### config.mk
export PLATFORM = sky130hd
export DESIGN_NAME = watchdog_timer
export DESIGN_NICKNAME = d
export VERILOG_FILES = /design/src/rtl/watchdog_timer.sv
export SDC_FILE = /design/constraint.sdc
export NUM_CORES = 1
export LEC_CHECK = 0
export BUFFER_PORTS_ARGS = -buffer_cell sky130_fd_sc_hd__buf_2
export CORE_MARGIN = 2
export CORE_UTILIZATION = 53
export DETAILED_ROUTE_END_ITERATION = 7
export GPL_TIMING_DRIVEN = 1
export PLACE_DENSITY = 0.75
export SLEW_MARGIN = 20
export SYNTH_ARGS = -nofsm -noshare
export SYNTH_HDL_FRONTEND = slang
export SYNTH_SLANG_ARGS = --single-unit
### constraint.sdc
create_clock -name clk -period 8.1 [get_ports clk]
set_input_delay 0.405 -clock clk [delete_from_list [all_inputs] [get_ports clk]]
set_output_delay 0.405 -clock clk [all_outputs]
set_load 0.02 [all_outputs]
### src/rtl/watchdog_timer.sv
// rtl/watchdog_timer.sv - watchdog timer with register port and registered timeout interrupt
// Optional prescaler: define WDT_PRESCALE_EN.
module watchdog_timer #(
  parameter int CNT_W   = 32,
  parameter int PRESC_W = 8
) (
  input  logic        clk,
  input  logic        rst,
  input  logic        reg_we,
  input  logic [1:0]  reg_addr,
  input  logic [31:0] reg_wdata,
  output logic [31:0] reg_rdata,
  output logic        WTO
);

  typedef enum logic [1:0] {IDLE, COUNT, TIMEOUT} state_e;

  state_e             state_q, state_d;
  logic               wden_q, wden_d;
  logic               wto_q, wto_d;
  logic               restart_q, restart_d;
  logic [CNT_W-1:0]   wtocnt_q, wtocnt_d;
  logic [CNT_W-1:0]   cnt_q, cnt_d;

  logic wr_en, en_set, dis, kick, wr_cnt, advance, tick;

  assign wr_en   = reg_we && (reg_addr == 2'd0);
  assign en_set  = wr_en && reg_wdata[0];
  assign dis     = wr_en && !reg_wdata[0];
  assign kick    = reg_we && (reg_addr == 2'd1) && reg_wdata[0];
  assign wr_cnt  = reg_we && (reg_addr == 2'd2);
  // The cycle right after enable/kick holds the counters at zero.
  assign advance = (state_q == COUNT) && !restart_q && !kick && !dis;

`ifdef WDT_PRESCALE_EN
  logic [PRESC_W-1:0] presc_q, presc_d;
  logic [PRESC_W-1:0] pcnt_q, pcnt_d;

  assign tick = (pcnt_q == presc_q);

  always_comb begin
    presc_d = presc_q;
    if (reg_we && (reg_addr == 2'd3)) begin
      presc_d = reg_wdata[PRESC_W-1:0];
    end
    pcnt_d = '0;
    if (advance && !tick) begin
      pcnt_d = pcnt_q + PRESC_W'(1);
    end
  end

  always_ff @(posedge clk or negedge rst) begin
    if (!rst) begin
      presc_q <= '0;
      pcnt_q  <= '0;
    end else begin
      presc_q <= presc_d;
      pcnt_q  <= pcnt_d;
    end
  end
`else
  localparam logic [PRESC_W-1:0] PRESC_ZERO = '0;

  assign tick = 1'b1;
`endif

  always_comb begin
    state_d   = state_q;
    wden_d    = wden_q;
    wto_d     = wto_q;
    restart_d = 1'b0;
    cnt_d     = cnt_q;
    wtocnt_d  = wr_cnt ? reg_wdata[CNT_W-1:0] : wtocnt_q;

    if (dis) begin
      state_d = IDLE;
      wden_d  = 1'b0;
      wto_d   = 1'b0;
      cnt_d   = '0;
    end else begin
      case (state_q)
        IDLE: begin
          cnt_d = '0;
          if (en_set) begin
            wden_d    = 1'b1;
            state_d   = COUNT;
            restart_d = 1'b1;
          end
        end
        COUNT: begin
          if (kick) begin
            cnt_d     = '0;
            restart_d = 1'b1;
          end else if (advance && tick) begin
            if (cnt_q >= wtocnt_q) begin
              state_d = TIMEOUT;
              wto_d   = 1'b1;
            end else begin
              cnt_d = cnt_q + CNT_W'(1);
            end
          end
        end
        TIMEOUT: begin
          if (kick) begin
            state_d   = COUNT;
            wto_d     = 1'b0;
            cnt_d     = '0;
            restart_d = 1'b1;
          end
        end
        default: begin
          state_d = IDLE;
          wto_d   = 1'b0;
          cnt_d   = '0;
        end
      endcase
    end
  end

  always_ff @(posedge clk or negedge rst) begin
    if (!rst) begin
      state_q   <= IDLE;
      wden_q    <= 1'b0;
      wto_q     <= 1'b0;
      restart_q <= 1'b0;
      wtocnt_q  <= '1;
      cnt_q     <= '0;
    end else begin
      state_q   <= state_d;
      wden_q    <= wden_d;
      wto_q     <= wto_d;
      restart_q <= restart_d;
      wtocnt_q  <= wtocnt_d;
      cnt_q     <= cnt_d;
    end
  end

  always_comb begin
    reg_rdata = '0;
    case (reg_addr)
      2'd0:    reg_rdata[0] = wden_q;
      2'd1:    reg_rdata[0] = wto_q;
      2'd2:    reg_rdata[CNT_W-1:0] = wtocnt_q;
`ifdef WDT_PRESCALE_EN
      default: reg_rdata[PRESC_W-1:0] = presc_q;
`else
      default: reg_rdata[PRESC_W-1:0] = PRESC_ZERO;
`endif
    endcase
  end

  assign WTO = wto_q;

endmodule

Word level (Yosys, flattened, before mapping)
Cells that the tools add are included.
W data, S select, Z words.
{"block": "word_totals", "regBits": 69, "inputBits": 37, "out_inout_bits": 33, "word_cells": 71}
{"block": "op_classes", "add_sub_neg": 1, "n_lt_le_gt_ge": 1, "eq_ne": 12, "muxes": 29, "reduce_logical": 22}
{"cell": "$mux W32", "n": 5}
{"cell": "$pmux W32 S2", "n": 1}
{"cell": "$add A32 B1 Y32 const B", "n": 1}
{"cell": "$ge A32 B32 Y1", "n": 1}
{"cell": "$mux W24", "n": 1}
{"cell": "$mux W2", "n": 6}
{"cell": "$ne A3 B3 Y1 const B", "n": 4}
{"cell": "$mux W1", "n": 11}
{"cell": "$reduce_and A5 Y1", "n": 2}
{"cell": "$logic_and A1 B1 Y1", "n": 9}
{"cell": "$ne A4 B4 Y1 const B", "n": 2}
{"cell": "$mux W7", "n": 1}
{"cell": "$pmux W1 S3", "n": 2}
{"cell": "$pmux W2 S3", "n": 1}
{"cell": "$eq A2 B1 Y1 const B", "n": 2}
{"cell": "$eq A2 B2 Y1 const B", "n": 2}
{"cell": "$logic_not A1 Y1", "n": 4}
{"cell": "$logic_not A2 Y1", "n": 2}
{"cell": "$reduce_bool A2 Y1", "n": 2}
{"cell": "$ne A3 B2 Y1 const B", "n": 1}
{"cell": "$reduce_and A3 Y1", "n": 1}
{"cell": "$ne A2 B2 Y1 const B", "n": 1}
{"cell": "$pmux W1 S2", "n": 1}
{"cell": "$reduce_and A2 Y1", "n": 1}
{"cell": "$reduce_or A2 Y1", "n": 1}

Longest topological paths before layout
Gate-level depths: netlist of the first run.
{"block": "logic_depth", "ltp_word": 10, "mapped_depth": 10, "depth_no_buf": 9}

Worst setup path after synthesis of the first run
Ideal clock, no wire load.
{"block": "synth_timing", "path_kind": "register to register", "start": "reg wtocnt_q[30]", "end": "reg cnt_q[11]", "setup_time_ns": 0.069, "t_arrival_ns": 2.496, "t_required_ns": 8.031, "setup_slack_ns": 5.535, "path_stages_with_launch": 11, "n_path_buf": 1, "period_less_slack_ns": 2.565, "cell_sequence": "dfstp_2 -> inv_1 -> ha_1 -> a21oi_1 -> nand2_1 -> a221o_1 -> nor3_2 -> o2111ai_2 -> buf_6 -> or3_1 -> nand3_1"}
{"block": "synth_via", "elab_chain_len": 3}
{"element": "start: declaration", "line": "22", "rtl": "logic [CNT_W-1:0] wtocnt_q, wtocnt_d;"}
{"element": "start signal: assignment", "line": "133", "rtl": "wtocnt_q <= wtocnt_d;"}
{"element": "$ge A32 B32 Y1", "line": "95", "rtl": "if (cnt_q >= wtocnt_q) begin"}
{"element": "$ne A4 B4 Y1 (no source line)"}
{"element": "$reduce_and A3 Y1 (no source line)"}
{"element": "end signal: assignment", "line": "134", "rtl": "cnt_q <= cnt_d;"}
{"element": "end: declaration", "line": "23", "rtl": "logic [CNT_W-1:0] cnt_q, cnt_d;"}
No other way between the ends.
A chain may end at the register's enable or synchronous reset.

Worst setup path in the final report of the first run
{"block": "layout_timing", "start": "reg wtocnt_q[31]", "end": "reg cnt_q[13]"}
The elaborated chain is that of the path after synthesis.

==> key figures, run 1 <==
STA
  • Final max-slew violation count: 0
  • Setup TNS: 0 ps
  • Unrepaired setup endpoints after global routing: false
  • Pin slew with the least headroom to its limit: 1070 ps
  • Worst max-slew margin expressed relative to the limit: 0.286
  • Final clock skew: around 8 ps
  • Number of endpoints failing setup at the final stage: 0
  • Highest achievable clock rate: 293 MHz
  • Hold violation total from the final report: 0
  • Final critical path time including I/O delays and setup: between 3000 and 4000 ps
  • Ratio of final minimum period to clock period: 0.421

Worst setup path
  • Startpoint kind of the worst setup timing path: flop
  • Crit path kind: reg2reg
  • Data arrival, critical path: about 3700 ps
  • R2r startpoint: wtocnt_q[31]
  • Maximum net fanout on the critical path: 24
  • Slack of the worst reg-to-reg path: 4690 ps
  • FF-to-FF path depth: 9
  • R2R Path End: cnt_q[13]
  • Worst endpoint required time: 8340 ps
  • Endpoint kind of the worst setup timing path: flop

Yosys
  • Ys flop type: sky130_fd_sc_hd__dfrtp_1
  • Cells taking the most area after synthesis: sky130_fd_sc_hd__dfrtp_1, sky130_fd_sc_hd__dfstp_2, sky130_fd_sc_hd__ha_1, sky130_fd_sc_hd__mux2_2, sky130_fd_sc_hd__and2_1
  • Post-synthesis cell count: 470
  • Number of distinct library cells after synthesis: 53
  • Summed instance area of the synthesized netlist: between 0.004 and 0.005 mm^2
  • Cell accounting for the most synthesized area: sky130_fd_sc_hd__dfrtp_1
  • Post-synthesis net count: around 540
  • Register bit total from synthesis: between 60 and 70
  • Post-synthesis async set-or-reset flop share: 1.00
  • Yosys synthesis warning count: 0
  • Share of the synthesized area in the top cell type: 0.206
  • Synthesized area per cell: 9.56 um^2
  • Portion of the post-synthesis area used by sequential elements: 0.393
  • EDFF count, synth: 0

GRT
  • Initial antenna violation count: 0
  • Largest net degree at the start of global routing: 70
  • Total global routing overflow: 0
  • Wire length of the first global-routing pass: 16.9 mm
  • GR Util All Layers: 0.238
  • Via count of the first global-routing pass: approximately 3.6k

Clocking
  • # resized after CTS: 0
  • Total clock buffers created by CTS: 9
  • Clk Tree Root Cell: sky130_fd_sc_hd__clkbuf_8
  • Hold-fix buffers, CTS: 0
  • CTS tree: built
  • Max H-tree Level: 3
  • Sinks on the clock net: between 60 and 70
  • Reg clk slew, reported paths: roughly 70 ps
  • Post-CTS setup buffer count: 0
  • Longest Clk Path Bufs: 2
  • Clk Latency, worst-skew pair: around 360 ps

Route
  • Overall via count from detail_route: about 3.7k
  • DRT antenna net count: 0
  • Total iterations of the first detailed-routing run: 6
  • Via density: 5.79
  • Routed length per placed instance: about 16 um
  • DRT iter0 DRCs: around 150
  • Final routed DRC violation total: 0
  • Sum of routed wire length over all layers: between 10 and 15 mm

Pwr
  • Share of power burned in combinational logic: 0.299
  • Leakage Power: approximately 2.4 nW
  • Power density over the cells: about 200 mW/mm^2
  • Internal power: approximately 0.68 mW
  • Part of the total power dissipated in the clock network: 0.273
  • Sequential Power Share: 0.428
  • Sw Share: 0.337
  • Max IR drop VDD: around 110 uV
  • Net switching power figure: 0.344 mW

Floorplanning
  • Die ar.: ~0.0092 mm^2
  • Overall die width: approximately 96 um
  • Standard-cell row count: 33
  • Number of top-level pins: 70
  • DIE HEIGHT: 96.1 um
  • Starting density of the core: 0.547
  • Core outline area: 0.00822 mm^2

Job
  • MaxCap Viol Count: 0

Layout
  • Most frequent cells in the layout: sky130_fd_sc_hd__buf_2, sky130_fd_sc_hd__inv_1
  • Fraction of layout cells with a size suffix above 1: 0.310
  • Antenna Cells: 0
  • Area growth, synth to finish: 13.9%
  • Most frequent standard cell in the layout excluding fill and tap cells: sky130_fd_sc_hd__buf_2
  • Post-layout net count: roughly 610
  • Count of filler cells inserted in the layout: ~720
  • Post-route cell area: between 0.005 and 0.006 mm^2

Outcome
  • Result of the run: finished, final reports clean

Min path
  • Type of the worst min-delay path: in2async

Place
  • Post-place instance area: 0.00492 mm^2
  • Gp weighted congestion: 0.871
  • Number of buffers added on ports: 69
  • Half-perimeter wire length of the detailed placement result: around 7.3 mm
-- state kept, by name, summed over array words and instances (netlist names) --
register and flops:
WTO 1, cnt_q 32, restart_q 1, state_q 2, wden_q 1, wtocnt_q 32
-- final cells by class --
class	count	area (um^2)	area share
inverter	43	161	0.0315
clock inverter	3	17.5	0.00342
timing repair buffer	72	368	0.0719
sequential	69	1770	0.345
multi-input combinational	342	2490	0.487
tap	105	131	0.0257
clock buffer	13	179	0.0350
-- cell families (layout without fill, tap and decap cells) --
logic type | after synthesis | count (layout) | synth area share
AOI/OAI and AO/OA | 111 | 111 | 0.171
adders and majority gates | 37 | 37 | 0.103
xor gates and xnor gates | 1 | 1 | 0.00195
buffers and inverters | 59 | 131 | 0.0537
muxes | 34 | 34 | 0.0846
and+or+nand+nor | 159 | 159 | 0.193
DFF | 69 | 69 | 0.393
-- stage by stage --
| stage | cells | setup WS [ps] | power [mW] | util | hold WS (ps) |
|---|---|---|---|---|---|
| floorplan | 470 | 5530 | 0.669 | - | 109 |
| finish | 647 | 4690 | 1.02 | 0.623 | 245 |
| detailed placement | 631 | 4700 | 0.747 | 0.598 | 499 |
| global route | 647 | 4410 | 1.08 | 0.623 | 280 |
| CTS | 647 | 4670 | 1.02 | 0.622 | 273 |
| global placement | 631 | 4820 | 0.732 | 0.598 | 486 |
-- power by group through the flow --
stage	Sequential [mW]	Combinational, mW	Clock, mW
after global placement	0.439	0.293	0
after CTS	0.437	0.306	0.281
after detailed placement	0.443	0.304	0
final	0.436	0.305	0.279
after floorplan	0.433	0.236	0
after global routing	0.444	0.343	0.296
-- cell usage after synthesis (2+ instances only) --
cell type and instances:
sky130_fd_sc_hd__nor2_1 20, sky130_fd_sc_hd__dfstp_2 32, sky130_fd_sc_hd__o21a_1 3, sky130_fd_sc_hd__nor4_1 3
sky130_fd_sc_hd__nor3_1 3, sky130_fd_sc_hd__nor3_2 5, sky130_fd_sc_hd__and3_1 6, sky130_fd_sc_hd__a31oi_1 10
sky130_fd_sc_hd__nand2b_1 3, sky130_fd_sc_hd__nand2_1 37, sky130_fd_sc_hd__dfrtp_1 37, sky130_fd_sc_hd__buf_6 2
sky130_fd_sc_hd__o311ai_0 2, sky130_fd_sc_hd__o31ai_1 17, sky130_fd_sc_hd__buf_2 4, sky130_fd_sc_hd__and2_1 37
sky130_fd_sc_hd__o41ai_1 6, sky130_fd_sc_hd__o21ai_0 31, sky130_fd_sc_hd__ha_1 37, sky130_fd_sc_hd__buf_1 4
sky130_fd_sc_hd__mux2i_1 2, sky130_fd_sc_hd__or2_2 2, sky130_fd_sc_hd__mux2_2 32, sky130_fd_sc_hd__o211ai_1 5
sky130_fd_sc_hd__a21o_1 5, sky130_fd_sc_hd__o21ai_1 2, sky130_fd_sc_hd__nand4_1 10, sky130_fd_sc_hd__nor2b_1 3
sky130_fd_sc_hd__inv_1 43, sky130_fd_sc_hd__clkbuf_1 6, sky130_fd_sc_hd__nand3_1 21, sky130_fd_sc_hd__a21oi_1 17
sky130_fd_sc_hd__or3_1 3
-- metal layers --
layer,GRT usage,up-vias,part of all wire
met2,0.399,113,0.49
met3,0.0454,21,0.050
met4,0.115,0,0.027
met1,0.294,1784,0.43
li1,-,1828,-
met5,0,-,0
-- how the worst max path moves through the flow --
stage / depth (start not counted) / start / slack (ps) / to
2_1_floorplan: 10 / wtocnt_q[30] / 5530 / cnt_q[11]
3_3_place_gp: 10 / wtocnt_q[23] / 4820 / cnt_q[17]
3_5_place_dp: 9 / wtocnt_q[27] / 4700 / cnt_q[13]
4_1_cts: 9 / wtocnt_q[31] / 4670 / cnt_q[13]
5_1_grt: 9 / wtocnt_q[31] / 4410 / cnt_q[22]
6_report: 9 / wtocnt_q[31] / 4690 / cnt_q[13]
-- critical path, stage by stage, from the launching register on --
cell	delay, ps
sky130_fd_sc_hd__dfstp_2	550
sky130_fd_sc_hd__inv_1	60
sky130_fd_sc_hd__ha_1	310
sky130_fd_sc_hd__nand4_1	130
sky130_fd_sc_hd__or4_1	560
sky130_fd_sc_hd__nor2_1	220
sky130_fd_sc_hd__o41ai_4	170
sky130_fd_sc_hd__a31oi_2	900
sky130_fd_sc_hd__nor3_1	150
sky130_fd_sc_hd__o22a_1	240
(Power assumes the default switching activity.)
==> run 2, diff against run 1 <==
--- a/config.mk
+++ b/config.mk
@@ -5,12 +5,13 @@
 export SDC_FILE = /design/constraint.sdc
 export NUM_CORES = 1
 export LEC_CHECK = 0
+export ABC_AREA = 1
 export BUFFER_PORTS_ARGS = -buffer_cell sky130_fd_sc_hd__buf_2
 export CORE_MARGIN = 2
 export CORE_UTILIZATION = 53
 export DETAILED_ROUTE_END_ITERATION = 7
 export GPL_TIMING_DRIVEN = 1
-export PLACE_DENSITY = 0.75
+export PLACE_DENSITY = 0.78
 export SLEW_MARGIN = 20
 export SYNTH_ARGS = -nofsm -noshare
 export SYNTH_HDL_FRONTEND = slang
==> constraint.sdc (replaced) <==
create_clock -name clk -period 2.8 [get_ports clk]
set_input_delay 0.14 -clock clk [delete_from_list [all_inputs] [get_ports clk]]
set_output_delay 0.14 -clock clk [all_outputs]
set_load 0.02 [all_outputs]
==> run 2 against run 1 <==
  * Clock-buffer cell count shrank 3
  * Clock power grew to 3.2 times the previous value
  * Synthesized cell count grew 53%
  * First-iteration DRC count grew 39%
  * Design area grew 10%
  * Clock skew grew 4.3 ps
  * Sequential share of layout area shrank 3.1 points
  * Hold slack lost 230 ps
  * Sequential cell count is the same
  * Register-to-register slack lost 4400 ps
  * Combinational power grew 130%
  * Non-clock buffer count grew 7
  * Largest power group unchanged
  * Highest routed layer unchanged
==> key figures, run 2 <==
Outcome
  • Result of the run: finished, final reports clean

Worst setup path
  • Worst path slowest cell: sky130_fd_sc_hd__dfstp_2
  • Path length in cells of the critical path: 14
  • Slack of the worst reg-to-reg path: between 200 and 300 ps
  • Sum of buffers and inverters on the critical path: 1
  • Largest stage delay, worst path: 520 ps
  • Cells traversed along the worst timing path: inv_1, ha_1, nand2_1, nor2_1, nand2_1, nor2_1, nor2_1, nand2_1, nand2_1, nand2_1, nand2_2, nand2_4, nand2_1, nand2_1
  • Critical Path End: cnt_q[12]
  • Category of cells accounting for the largest share of critical-path delay: simple AND/OR/NAND/NOR gates
  • Endpoint kind of the worst setup timing path: flop
  • R2r startpoint: wtocnt_q[15]
  • Startpoint kind of the worst setup timing path: flop
  • Setup crit start: wtocnt_q[15]
  • FF-to-FF path depth: 14
  • Worst endpoint required time: ~3100 ps
  • Most common cell type on the critical path: sky130_fd_sc_hd__nand2_1
  • Crit path kind: reg2reg
  • Maximum net fanout on the critical path: 32
  • Data arrival, critical path: about 2800 ps
  • R2R Path End: cnt_q[12]

Pwr
  • Power density over the cells: between 500 and 600 mW/mm^2
  • Leakage Power: around 3.1 nW
  • Overall Power: 2.82 mW
  • Max IR drop VDD: ~330 uV

Clocking
  • Clk Latency, worst-skew pair: about 360 ps
  • Post-CTS setup buffer count: 0
  • # resized after CTS: 0
  • Clk Tree Root Cell: sky130_fd_sc_hd__clkbuf_8
  • Reg clk slew, reported paths: 80 ps
  • Total clock buffers created by CTS: 9
  • Sinks on the clock net: 69
  • CTS tree: built
  • Hold-fix buffers, CTS: 5
  • Longest Clk Path Bufs: 2
  • Max H-tree Level: 3

Route
  • DRT antenna net count: 0
  • Final routed DRC violation total: 0
  • Sum of routed wire length over all layers: about 13 mm
  • DRT iter0 DRCs: 212
  • Overall via count from detail_route: 4868
  • Via density: approximately 5.4
  • Total iterations of the first detailed-routing run: 5
  • Routed length per placed instance: 14.3 um

Yosys
  • Cells taking the most area after synthesis: sky130_fd_sc_hd__dfrtp_1, sky130_fd_sc_hd__dfstp_2, sky130_fd_sc_hd__nand2_1, sky130_fd_sc_hd__nor2_1, sky130_fd_sc_hd__ha_1
  • Top cell types by occurrence after synthesis: sky130_fd_sc_hd__nand2_1, sky130_fd_sc_hd__nor2_1, sky130_fd_sc_hd__nand3_1, sky130_fd_sc_hd__inv_1, sky130_fd_sc_hd__a21oi_1
  • Summed instance area of the synthesized netlist: a little under 0.005 mm^2
  • Synthesized area per cell: 6.87 um^2
  • Number of distinct library cells after synthesis: 29
  • Register bit total from synthesis: a little under 70
  • Post-synthesis net count: 794
  • Post-synthesis async set-or-reset flop share: 1.00
  • Post-synthesis cell count: 720
  • Share of the synthesized area in the top cell type: 0.187
  • Yosys synthesis warning count: 0
  • Portion of the post-synthesis area used by sequential elements: 0.357
  • EDFF count, synth: 0
  • Ys flop type: sky130_fd_sc_hd__dfrtp_1
  • Most used standard cell by instance count after synthesis: sky130_fd_sc_hd__nand2_1
  • Cell accounting for the most synthesized area: sky130_fd_sc_hd__dfrtp_1

STA
  • Ratio of final minimum period to clock period: 0.901
  • Final max-slew violation count: 0
  • Final critical path time including I/O delays and setup: 2520 ps
  • Final worst slack: 277 ps
  • Final clock skew: between 10 and 15 ps
  • Highest achievable clock rate: 396 MHz
  • Number of endpoints failing setup at the final stage: 0
  • Hold violation total from the final report: 0
  • Worst max-slew margin expressed relative to the limit: 0.372
  • Pin slew with the least headroom to its limit: approximately 940 ps
  • Unrepaired setup endpoints after global routing: false
  • Setup TNS: 0 ps
  • Worst hold slack: around 11 ps

Layout
  • Fraction of layout cells with a size suffix above 1: 0.183
  • Count of filler cells inserted in the layout: 826
  • Post-route cell area: about 0.0056 mm^2
  • Antenna Cells: 0
  • Area growth, synth to finish: 13.8%
  • Finished Layout Cells: 902
  • Area of the multi-input gates: ~0.0028 mm^2
  • Final Core Density: 0.615
  • Area occupied by registers: about 0.0018 mm^2
  • Most frequent cells in the layout: sky130_fd_sc_hd__nand2_1, sky130_fd_sc_hd__nor2_1, sky130_fd_sc_hd__buf_2
  • Post-layout net count: 860
  • Largest registers in the final layout: cnt_q (32), wtocnt_q (32), state_q (2)
  • Most frequent standard cell in the layout excluding fill and tap cells: sky130_fd_sc_hd__nand2_1

Floorplanning
  • Starting density of the core: 0.540
  • Number of top-level pins: 70
  • Core outline area: roughly 0.0092 mm^2
  • Overall die width: 101 um
  • DIE HEIGHT: slightly above 100 um
  • Die ar.: between 0.01 and 0.015 mm^2
  • Standard-cell row count: 35

Place
  • Number of buffers added on ports: 69
  • Half-perimeter wire length of the detailed placement result: 9.64 mm
  • Placed Instances: about 880
  • Pre-CTS setup slack: approximately 330 ps
  • Gp weighted congestion: just over 0.9
  • Post-place instance area: approximately 0.0054 mm^2

GRT
  • Via count of the first global-routing pass: between 4k and 5k
  • Initial antenna violation count: 0
  • Largest net degree at the start of global routing: 70
  • GR Util All Layers: 0.275
  • Total global routing overflow: 0
  • Wire length of the first global-routing pass: 22.0 mm

Min path
  • Type of the worst min-delay path: in2reg
  • Worst hold start: reg_wdata[23]

Job
  • MaxCap Viol Count: 0
-- run 2: cell types whose count changed after synthesis, moves of 20 or more --
| cell | before | now |
|---|---|---|
| sky130_fd_sc_hd__mux2_2 | 32 | 0 |
| sky130_fd_sc_hd__nand3_1 | 21 | 66 |
| sky130_fd_sc_hd__o21ai_0 | 31 | 5 |
| sky130_fd_sc_hd__and2_1 | 37 | 0 |
| sky130_fd_sc_hd__a21oi_1 | 17 | 45 |
| sky130_fd_sc_hd__inv_1 | 43 | 63 |
| sky130_fd_sc_hd__nand2_1 | 37 | 190 |
| sky130_fd_sc_hd__nor2_1 | 20 | 145 |
-- run 2: worst min path at each step --
stage | end | slack, ps | depth (start not counted)
2_1_floorplan | WTO | -160 | 0
3_3_place_gp | cnt_q[5] | 190 | 2
3_5_place_dp | cnt_q[5] | 200 | 2
4_1_cts | wtocnt_q[25] | 3 | 3
5_1_grt | wtocnt_q[12] | 20 | 3
6_report | wtocnt_q[23] | 10 | 3
-- run 2: worst min-delay path: cells and delay by family --
family / cells / cell delay, ps
AND/OR/NAND/NOR: 1 / 90
AO/OA/AOI/OAI: 1 / 50
buffers and inverters: 1 / 90
-- run 2: cells by family after synthesis --
logic type	Yosys count	share of synthesized area
buffers and inverters	93	0.0769
xor gates and xnor gates	10	0.0177
DFF	69	0.357
and+or+nand+nor	447	0.383
adders and majority gates	37	0.0936
AOI/OAI and AO/OA	64	0.0718
-- run 2: final cells by class --
cell class                 count  share of cell area
clock buffer                  10              0.0227
clock inverter                 6              0.0156
inverter                      69              0.0460
multi-input combinational    558               0.498
sequential                    69               0.314
tap                          111              0.0247
timing repair buffer          79              0.0792
-- run 2: per-layer routing --
layer  share of wire  GRT usage  up-vias
met5               0          0        -
met3           0.045     0.0499       35
met2            0.49      0.489      148
met4           0.030      0.115        0
met1            0.43      0.326     2260
li1                -          -     2425
-- run 2: power breakdown --
group	leakage (nW)	internal (mW)	switching (mW)
registers	0.848	1.15	0.0600
clock network	0.110	0.502	0.402
logic	2.14	0.221	0.490
